## config.mk

```make
export PLATFORM = sky130hd
export DESIGN_NAME = reg_pair_sequencer_flat
export DESIGN_NICKNAME = d
export VERILOG_FILES = /design/src/rtl/reg_pair_sequencer_if.sv /design/src/rtl/reg_pair_sequencer.sv /design/src/flat_wrapper.sv
export SDC_FILE = /design/constraint.sdc
export NUM_CORES = 1
export LEC_CHECK = 0
export CORE_AREA = 2 2 79 81
export CTS_CLUSTER_DIAMETER = 120
export DETAILED_ROUTE_END_ITERATION = 8
export DIE_AREA = 0 0 81 83
export PLACE_DENSITY_LB_ADDON = 0.1
export RECOVER_POWER = 50
export SLEW_MARGIN = 20
export SYNTH_ARGS = -nofsm -noshare
export SYNTH_HDL_FRONTEND = slang
export SYNTH_SLANG_ARGS = --single-unit
export TNS_END_PERCENT = 10
```

## constraint.sdc

```tcl
create_clock -name clock -period 2.8 [get_ports clock]
set_clock_uncertainty 0.1 [all_clocks]
set_input_delay 0.84 -clock clock [delete_from_list [all_inputs] [get_ports clock]]
set_output_delay 0.84 -clock clock [all_outputs]
set_load 0.05 [all_outputs]
```

## src/rtl/reg_pair_sequencer_if.sv

```systemverilog
// Request/response and register-file port bundle for reg_pair_sequencer.
//   req_*        : valid/ready request channel (op, pair, 16-bit load data)
//   done, result : completion pulse and final pair value
//   rf_out*_sel  : read selects (high/low byte of latched pair), rf_out* read data
//   rf_data_in*  : write data/select, rf_write_reg write enable
// slave modport is the sequencer's view; master is the requester/register-file side.
interface reg_pair_sequencer_if;
  logic        req_valid;
  logic        req_ready;
  logic [1:0]  req_op;
  logic [1:0]  req_pair;
  logic [15:0] req_data;
  logic [2:0]  rf_out1_sel;
  logic [2:0]  rf_out2_sel;
  logic [7:0]  rf_out1;
  logic [7:0]  rf_out2;
  logic [7:0]  rf_data_in;
  logic [2:0]  rf_data_in_sel;
  logic        rf_write_reg;
  logic        done;
  logic [15:0] result;

  modport slave (
    input  req_valid, req_op, req_pair, req_data, rf_out1, rf_out2,
    output req_ready, rf_out1_sel, rf_out2_sel, rf_data_in, rf_data_in_sel,
           rf_write_reg, done, result
  );

  modport master (
    output req_valid, req_op, req_pair, req_data, rf_out1, rf_out2,
    input  req_ready, rf_out1_sel, rf_out2_sel, rf_data_in, rf_data_in_sel,
           rf_write_reg, done, result
  );
endinterface

```

## src/rtl/reg_pair_sequencer.sv

```systemverilog
// Write-side sequencer for 16-bit register-pair operations (LD rr,nn / INC rr / DEC rr)
// on BC, DE, HL of an 8-bit register file with one write port.
// Ports:
//   clock  : system clock, all state on posedge
//   reset  : asynchronous, active-high
//   bus    : reg_pair_sequencer_if.slave (request channel, rf read/write port, done/result)
// Parameter WRITE_HIGH_FIRST: 0 writes low byte then high byte, 1 the reverse.
//
// state | meaning
// IDLE  | waiting for a request, req_ready high
// READ  | rf read selects point at latched pair; capture value +/- 1
// WR_A  | first byte write
// WR_B  | second byte write
// DONE  | one-cycle completion pulse, result valid
module reg_pair_sequencer #(
  parameter bit WRITE_HIGH_FIRST = 1'b0
) (
  input  logic                 clock,
  input  logic                 reset,
  reg_pair_sequencer_if.slave  bus
);

  typedef enum logic [2:0] {
    IDLE = 3'd0,
    READ = 3'd1,
    WR_A = 3'd2,
    WR_B = 3'd3,
    DONE = 3'd4
  } state_t;

  localparam logic [1:0] OP_LOAD  = 2'd0;
  localparam logic [1:0] OP_INC   = 2'd1;
  localparam logic [1:0] OP_RSVD  = 2'd3;
  localparam logic [1:0] PAIR_RSVD = 2'd3;

  state_t      state_q, state_d;
  logic [1:0]  pair_q, pair_d;
  logic [1:0]  op_q, op_d;
  logic [15:0] value_q, value_d;
  logic [15:0] result_q, result_d;

  logic [2:0]  hi_sel;
  logic [2:0]  lo_sel;
  logic [15:0] rd_value;
  logic        write_lo;

  assign hi_sel   = {pair_q, 1'b0};
  assign lo_sel   = {pair_q, 1'b1};
  assign rd_value = {bus.rf_out1, bus.rf_out2};

  always_ff @(posedge clock or posedge reset) begin
    if (reset) begin
      state_q  <= IDLE;
      pair_q   <= 2'd0;
      op_q     <= 2'd0;
      value_q  <= 16'h0000;
      result_q <= 16'h0000;
    end else begin
      state_q  <= state_d;
      pair_q   <= pair_d;
      op_q     <= op_d;
      value_q  <= value_d;
      result_q <= result_d;
    end
  end

  always_comb begin
    state_d            = state_q;
    pair_d             = pair_q;
    op_d               = op_q;
    value_d            = value_q;
    result_d           = result_q;
    write_lo           = 1'b0;
    bus.rf_write_reg   = 1'b0;
    bus.rf_data_in     = 8'h00;
    bus.rf_data_in_sel = 3'd0;

    case (state_q)
      IDLE: begin
        // req_ready is high only here, so req_valid alone means accept.
        if (bus.req_valid) begin
          op_d   = bus.req_op;
          pair_d = bus.req_pair;
          if (bus.req_op == OP_RSVD || bus.req_pair == PAIR_RSVD) begin
            result_d = 16'h0000;
            state_d  = DONE;
          end else if (bus.req_op == OP_LOAD) begin
            value_d = bus.req_data;
            state_d = WR_A;
          end else begin
            state_d = READ;
          end
        end
      end
      READ: begin
        value_d = (op_q == OP_INC) ? rd_value + 16'h0001 : rd_value - 16'h0001;
        state_d = WR_A;
      end
      WR_A: begin
        write_lo         = ~WRITE_HIGH_FIRST;
        bus.rf_write_reg = 1'b1;
        state_d          = WR_B;
      end
      WR_B: begin
        write_lo         = WRITE_HIGH_FIRST;
        bus.rf_write_reg = 1'b1;
        result_d         = value_q;
        state_d          = DONE;
      end
      DONE: begin
        state_d = IDLE;
      end
      default: begin
        state_d = IDLE;
      end
    endcase

    if (bus.rf_write_reg) begin
      bus.rf_data_in     = write_lo ? value_q[7:0] : value_q[15:8];
      bus.rf_data_in_sel = write_lo ? lo_sel : hi_sel;
    end
  end

  assign bus.req_ready   = (state_q == IDLE);
  assign bus.done        = (state_q == DONE);
  assign bus.result      = result_q;
  assign bus.rf_out1_sel = hi_sel;
  assign bus.rf_out2_sel = lo_sel;

endmodule
```

## src/flat_wrapper.sv

```systemverilog
// flat-port wrapper written by rule: the top's interface ports become plain ports
module reg_pair_sequencer_flat 
#(
  parameter bit WRITE_HIGH_FIRST = 1'b0
)
  (clock, reset, bus_req_valid, bus_req_op, bus_req_pair, bus_req_data, bus_rf_out1, bus_rf_out2, bus_req_ready, bus_rf_out1_sel, bus_rf_out2_sel, bus_rf_data_in, bus_rf_data_in_sel, bus_rf_write_reg, bus_done, bus_result);
  reg_pair_sequencer_if bus_i ();
  input  logic clock;
  input  logic reset;
  input wire logic [$bits(bus_i.req_valid)-1:0] bus_req_valid;
  input wire logic [$bits(bus_i.req_op)-1:0] bus_req_op;
  input wire logic [$bits(bus_i.req_pair)-1:0] bus_req_pair;
  input wire logic [$bits(bus_i.req_data)-1:0] bus_req_data;
  input wire logic [$bits(bus_i.rf_out1)-1:0] bus_rf_out1;
  input wire logic [$bits(bus_i.rf_out2)-1:0] bus_rf_out2;
  output wire logic [$bits(bus_i.req_ready)-1:0] bus_req_ready;
  output wire logic [$bits(bus_i.rf_out1_sel)-1:0] bus_rf_out1_sel;
  output wire logic [$bits(bus_i.rf_out2_sel)-1:0] bus_rf_out2_sel;
  output wire logic [$bits(bus_i.rf_data_in)-1:0] bus_rf_data_in;
  output wire logic [$bits(bus_i.rf_data_in_sel)-1:0] bus_rf_data_in_sel;
  output wire logic [$bits(bus_i.rf_write_reg)-1:0] bus_rf_write_reg;
  output wire logic [$bits(bus_i.done)-1:0] bus_done;
  output wire logic [$bits(bus_i.result)-1:0] bus_result;
  assign bus_i.req_valid = bus_req_valid;
  assign bus_i.req_op = bus_req_op;
  assign bus_i.req_pair = bus_req_pair;
  assign bus_i.req_data = bus_req_data;
  assign bus_i.rf_out1 = bus_rf_out1;
  assign bus_i.rf_out2 = bus_rf_out2;
  assign bus_req_ready = bus_i.req_ready;
  assign bus_rf_out1_sel = bus_i.rf_out1_sel;
  assign bus_rf_out2_sel = bus_i.rf_out2_sel;
  assign bus_rf_data_in = bus_i.rf_data_in;
  assign bus_rf_data_in_sel = bus_i.rf_data_in_sel;
  assign bus_rf_write_reg = bus_i.rf_write_reg;
  assign bus_done = bus_i.done;
  assign bus_result = bus_i.result;
  reg_pair_sequencer #(.WRITE_HIGH_FIRST(WRITE_HIGH_FIRST)) u_core (.clock(clock), .reset(reset), .bus(bus_i));
endmodule
```

## Word level (Yosys, flattened, before mapping)

Index checks and enable logic that the tools add are counted.

| word-level totals | value |
|---|---|
| register bits after elaboration | 39 |
| latch bits | 0 |
| memory bits (writable) | 0 |
| bits in read-only memories | 0 |
| bits of input ports | 39 |
| output and inout bits | 36 |
| logic and storage cells | 45 |
| memories | 0 |

| cells by class | value |
|---|---|
| $add $sub $neg | 2 |
| $mul | 0 |
| div/mod/pow operators | 0 |
| $lt $le $gt $ge | 0 |
| equal/unequal tests | 11 |
| shift-type cells | 0 |
| muxes and demuxes | 18 |
| bitwise logic cells | 0 |
| reduce and logical (&&, ||, !) cells | 9 |

Operators by type and width:

| operator | count |
|---|---|
| $mux 16 | 6 |
| $pmux 16 s2 | 2 |
| $add 16x1->16 const B | 1 |
| $mux 8 | 2 |
| $sub 16x1->16 const B | 1 |
| $pmux 3 s4 | 1 |
| $mux 3 | 3 |
| $eq 3x2->1 const B | 2 |
| $eq 2x2->1 const B | 2 |
| $ne 2x1->1 const B | 2 |
| $ne 2x2->1 const B | 2 |
| $reduce_and 4->1 | 1 |
| $reduce_bool 2->1 | 2 |
| $eq 3x1->1 const B | 1 |
| $eq 3x3->1 const B | 1 |
| $logic_not 3->1 | 1 |
| $mux 1 | 3 |
| $reduce_and 3->1 | 1 |
| $eq 2x1->1 const B | 1 |
| $logic_not 2->1 | 1 |
| $mux 2 | 1 |
| $reduce_and 2->1 | 1 |
| $reduce_or 2->1 | 1 |
| $logic_or 1x1->1 | 1 |

## Longest topological paths before layout

| depth | value |
|---|---|
| depth after elaboration | 5 |
| depth in mapped cells | 9 |
| gate-level depth less buffers | 9 |

## Least setup slack after synthesis

OpenSTA, ideal clock, no wires.

| path | value |
|---|---|
| path type | register -> output |
| from | reg u_core.state_q[1] |
| to | out bus_rf_data_in[0] |
| arrival time | 2.329 ns |
| data required time | 1.860 ns |
| slack | -0.469 ns |
| stages on the path, launching flop included | 6 |
| buffers on the path | 2 |
| cells stage by stage | dfrtp_1 > buf_2 > nor2b_1 > nor2b_1 > buf_2 > a22o_1 |

| between the ends | value |
|---|---|
| cells in the longest elaborated chain, start to end | 4 |
| elaborated cells between the ends (all ways) | 7 |
| classes of those cells | eq/ne (2); mux (4); reduce/logical (1) |

RTL lines:

| element | line | RTL |
|---|---|---|
| from (decl) | reg_pair_sequencer.sv:36 | `state_t state_q, state_d;` |
| from (signal assigned) | reg_pair_sequencer.sv:59 | `state_q <= state_d;` |
| $eq 3x2->1 | reg_pair_sequencer.sv:78 | `case (state_q)` |
| $reduce_or 2->1 (no source line) * | n/a |  |
| $mux 1 * | reg_pair_sequencer.sv:78 |  |
| net bus_rf_write_reg | flat_wrapper.sv:21 | `output wire logic [$bits(bus_i.rf_write_reg)-1:0] bus_rf_write_reg;` |
| $mux 8 * | reg_pair_sequencer.sv:118 | `if (bus.rf_write_reg) begin` |
| to (decl) | flat_wrapper.sv:19 | `output wire logic [$bits(bus_i.rf_data_in)-1:0] bus_rf_data_in;` |

The timed path passes the listed nets; every way through them passes the cells marked *.

## Worst setup path in the final report

| path | value |
|---|---|
| from | in bus_rf_out2[0] |
| to | reg u_core.value_q[14] |

| between the ends | value |
|---|---|
| cells in the longest elaborated chain, start to end | 3 |
| elaborated cells between the ends (all ways) | 4 |
| classes of those cells | add/sub (2); mux (2) |

RTL lines:

| element | line | RTL |
|---|---|---|
| from (decl) | flat_wrapper.sv:15 | `input wire logic [$bits(bus_i.rf_out2)-1:0] bus_rf_out2;` |
| $sub 16x1->16 / $add 16x1->16 (equally long branches) | reg_pair_sequencer.sv:96 | `value_d = (op_q == OP_INC) ? rd_value + 16'h0001 : rd_value - 16'h0001;` |
| $mux 16 * | reg_pair_sequencer.sv:96 |  |
| $pmux 16 s2 * | reg_pair_sequencer.sv:78 |  |
| to (signal assigned) | reg_pair_sequencer.sv:62 | `value_q <= value_d;` |
| to (decl) | reg_pair_sequencer.sv:39 | `logic [15:0] value_q, value_d;` |

Every way passes the cells marked *; elsewhere a longest branch is shown, timed or not.
A chain may end at the register's enable or synchronous reset.

==> reports/results.ini <==
[synthesis]
synth-compound-area-share_pct = 23.6
ys_seq_area_share_pct = 38.1
synth_cell_type_count = 47
synth_xor_area_share_pct = 3.77
yosysWarnings = 0
synth_top_family_by_area = compound AO/OA/AOI/OAI gates
synth_nets = 335
synth_seq_cells = 39
synthCells = 279
avgSynthCellArea_sq_um = 9.17
synth_fa_ha_area_share_pct = 8.61
synthMuxAreaShare_pct = 3.13
syn_area_sq_mm = 0.00256
synthSimpleGateAreaFrac_pct = 17.9

[grt]
grtUsageMet3_pct = 3.37
grt_max_degree = 40
grt_util_met2_pct = 31.5
grtUsageTotal_pct = 20.1
antenna_found_initial = 0
grt.overflow.total = 0
grt_pass1_wl_microns = 10600
met1_usage_pct = 28.4
grt_pass1_vias = 2177
busiest_layer = met2

[floorplanning]
die_h_microns = 83
die_w_microns = 81
rows = 28
io-pin-count = 75
start_util_pct = 44.0
fp.dieArea_sq_mm = 0.00672
coreArea_sq_mm = 0.00582

[clocking]
cts.sinks = 39
postCtsHoldBufs = 0
clockBufferDepth = 2
numCtsBuffers = 5
post_cts_buffers = 0
cts_tree = built
clk-insertion-delay-late_ps = 300
clkTransAtPathRegs_ps = 80
cts_root_buf = clkbuf_8
cts_max_level = 2

[route]
initialDrtViolationCount = 141
routed_wl_microns = 6530
vias = 2354
viasPerCell = 5.28
antenna_left = 0
routedWlPerCell_microns = 14.6
first_pass_iters = 4
route.detailed.drc = 0

[final_layout]
final_cells = 446
fill_cells = 509
n_antenna_cell = 0
post-route-cell-area_sq_mm = 0.00370
drive_above_1_share_pct = 17.8
syn_to_final_growth_pct = 44.7
final_nets = 426

[worst_setup_path]
cp.required_ps = 2910
cp-start-kind = input port
worstSetupEndpointType = flop
crit_type = input port to flop
arrival_ps = 2770
critPathMaxFanout = 4

[pwr]
p_total_uw = 5170
powerDensity_mw_per_mm2 = 1400
p_leak_uw = 0.00169
irDropWorstVdd_v = 0.000846

[timing]
slew_viol_final = 0
setup_viol = 0
min_period_ps = 2660
finalHoldViolCount = 0
fmax_ghz = 0.376
relSlewSlack_pct = 37.4
worst_pin_slew_ps = 938
fin_crit_sh_pct = 95.0
rsz0062_at_grt = false

[placed_design]
post-dp-hpwl_microns = 5150
port_buffers = 72
gp_congestion = 0.859
place_area_sq_mm = 0.00359
dp_cells = 438

[job]
drv_cap = 0

[outcome]
run_status = finished clean

[min_path]
hold_path.class = flop to flop

## metal layers
metal	wire, microns	share of wire (%)	vias to the layer above
met5	0	0	-
met4	98	1.5	0
met3	235	3.6	9
met2	3110	48	59
met1	3090	47	1095
li1	-	-	1191
## cell usage in the layout, fill, tap and decap left out, types with 3 or more instances in the layout
cell / Yosys / layout
nor3_1: 13 / 13
nand2_1: 22 / 22
xor2_1: 6 / 6
xnor2_1: 5 / 5
buf_12: 0 / 9
nand3_1: 4 / 4
clkdlybuf4s50_1: 0 / 55
nor2_1: 25 / 25
nor2b_1: 4 / 3
a211oi_1: 6 / 5
a31oi_1: 3 / 3
a22o_1: 24 / 24
o21ai_0: 15 / 15
dfrtp_1: 39 / 39
mux2_2: 4 / 4
dlygate4sd3_1: 0 / 3
and3_1: 2 / 3
or3_1: 4 / 4
o31ai_1: 3 / 3
o22ai_1: 3 / 3
and2_1: 6 / 5
inv_1: 5 / 5
ha_1: 16 / 16
buf_4: 4 / 33
a21oi_1: 20 / 19
a21o_1: 4 / 4
clkbuf_8: 0 / 6
o21a_1: 3 / 3
## per-stage QoR
stage               TNS (ps)  hold WS, ps  setup WS [ps]  util [%]
global route               0          415           5.84      63.7
detailed placement     -1320          382           -241      61.7
CTS                        0          408           55.5      63.7
floorplan                  0          372           8.83         -
global placement       -1000          385           -189      61.7
finish                     0          404            139      63.7
## synthesized netlist by cell type, drive strengths merged
cell	count	area share [%]
a211oi	6	1.8
a21o	4	1.2
a21oi	20	3.9
a22o	24	8.2
a311o	1	0.39
a31oi	3	0.73
and2	7	1.7
and3	3	0.93
and3b	1	0.34
and4	1	0.44
buf	16	3.5
clkbuf	2	0.29
conb	2	0.29
dfrtp	39	38
fa	1	0.78
ha	16	7.8
inv	5	0.73
mux2	5	2.3
mux2i	2	0.78
nand2	23	3.5
nand2b	2	0.49
nand3	4	0.78
nor2	26	3.9
nor2b	5	1.5
nor3	13	2.5
nor3b	2	0.59
o2111ai	1	0.34
o211a	2	0.78
o21a	3	0.88
o21ai	17	3.5
o22ai	3	0.73
o2bb2ai	1	0.34
o31ai	3	0.88
or2	1	0.24
or3	4	0.98
xnor2	5	1.7
xor2	6	2.1
## area by class of cell
cell class                      count  area (sq um)  share of cell area, %
Timing Repair Buffer              102          1020                   27.5
Tap cell                           75          93.8                   2.53
Clock inverter                      2          35.0                  0.946
Clock buffer                        6          82.6                   2.23
Sequential cell                    39           976                   26.4
Inverter                            5          18.8                  0.507
Multi-Input combinational cell    217          1480                   40.0
## kinds of logic after synthesis
group,count (synthesis)
AND/OR/NAND/NOR,92
AO/OA/AOI/OAI,88
flip-flops,39
buffers and inverters,23
adder cells (fa/ha/maj),17
XOR/XNOR,11
multiplexers,7
other,2
## flip-flops by register name (all words and copies together) (netlist names)
signal             count
u_core.bus.result     16
u_core.value_q        16
u_core.state_q         3
u_core.op_q            2
u_core.pair_q          2
## report_power, final
| group | switching [uW] | internal [uW] | leakage (uW) |
|---|---|---|---|
| Sequential | 209 | 828 | 0.000482 |
| Clock | 204 | 288 | 0.0000612 |
| Combinational | 2080 | 1560 | 0.00114 |
## worst paths after layout
| check | from | to | slack [ps] | cells past startpoint |
|---|---|---|---|---|
| max in group asynchronous | reset | u_core.value_q[0]$_DFFE_PP0P_ | 850 | 3 |
| setup / recovery | bus_rf_out2[0] | u_core.value_q[14]$_DFFE_PP0P_ | 140 | 9 |
| setup reg to reg | u_core.op_q[1]$_DFFE_PP0P_ | u_core.value_q[13]$_DFFE_PP0P_ | 240 | 9 |
| min in group asynchronous | reset | u_core.pair_q[1]$_DFFE_PP0P_ | 1160 | 3 |
| hold reg to reg | u_core.bus.result[3]$_DFFE_PP0P_ | u_core.bus.result[3]$_DFFE_PP0P_ | 400 | 1 |
| hold / removal | u_core.bus.result[3]$_DFFE_PP0P_ | u_core.bus.result[3]$_DFFE_PP0P_ | 400 | 1 |
## timing repair
item,CTS,global route
setup endpoints to repair,8,3
pin swaps,0,1
gates resized for setup,1,2
## critical path, stage by stage
cell             delay, ps
clkdlybuf4s50_1        480
inv_1                   60
fa_1                   470
nor2b_4                130
o31ai_1                100
a21oi_2                230
o21a_1                 150
o22ai_1                100
a211oi_2               220
(Power assumes the default switching activity.)
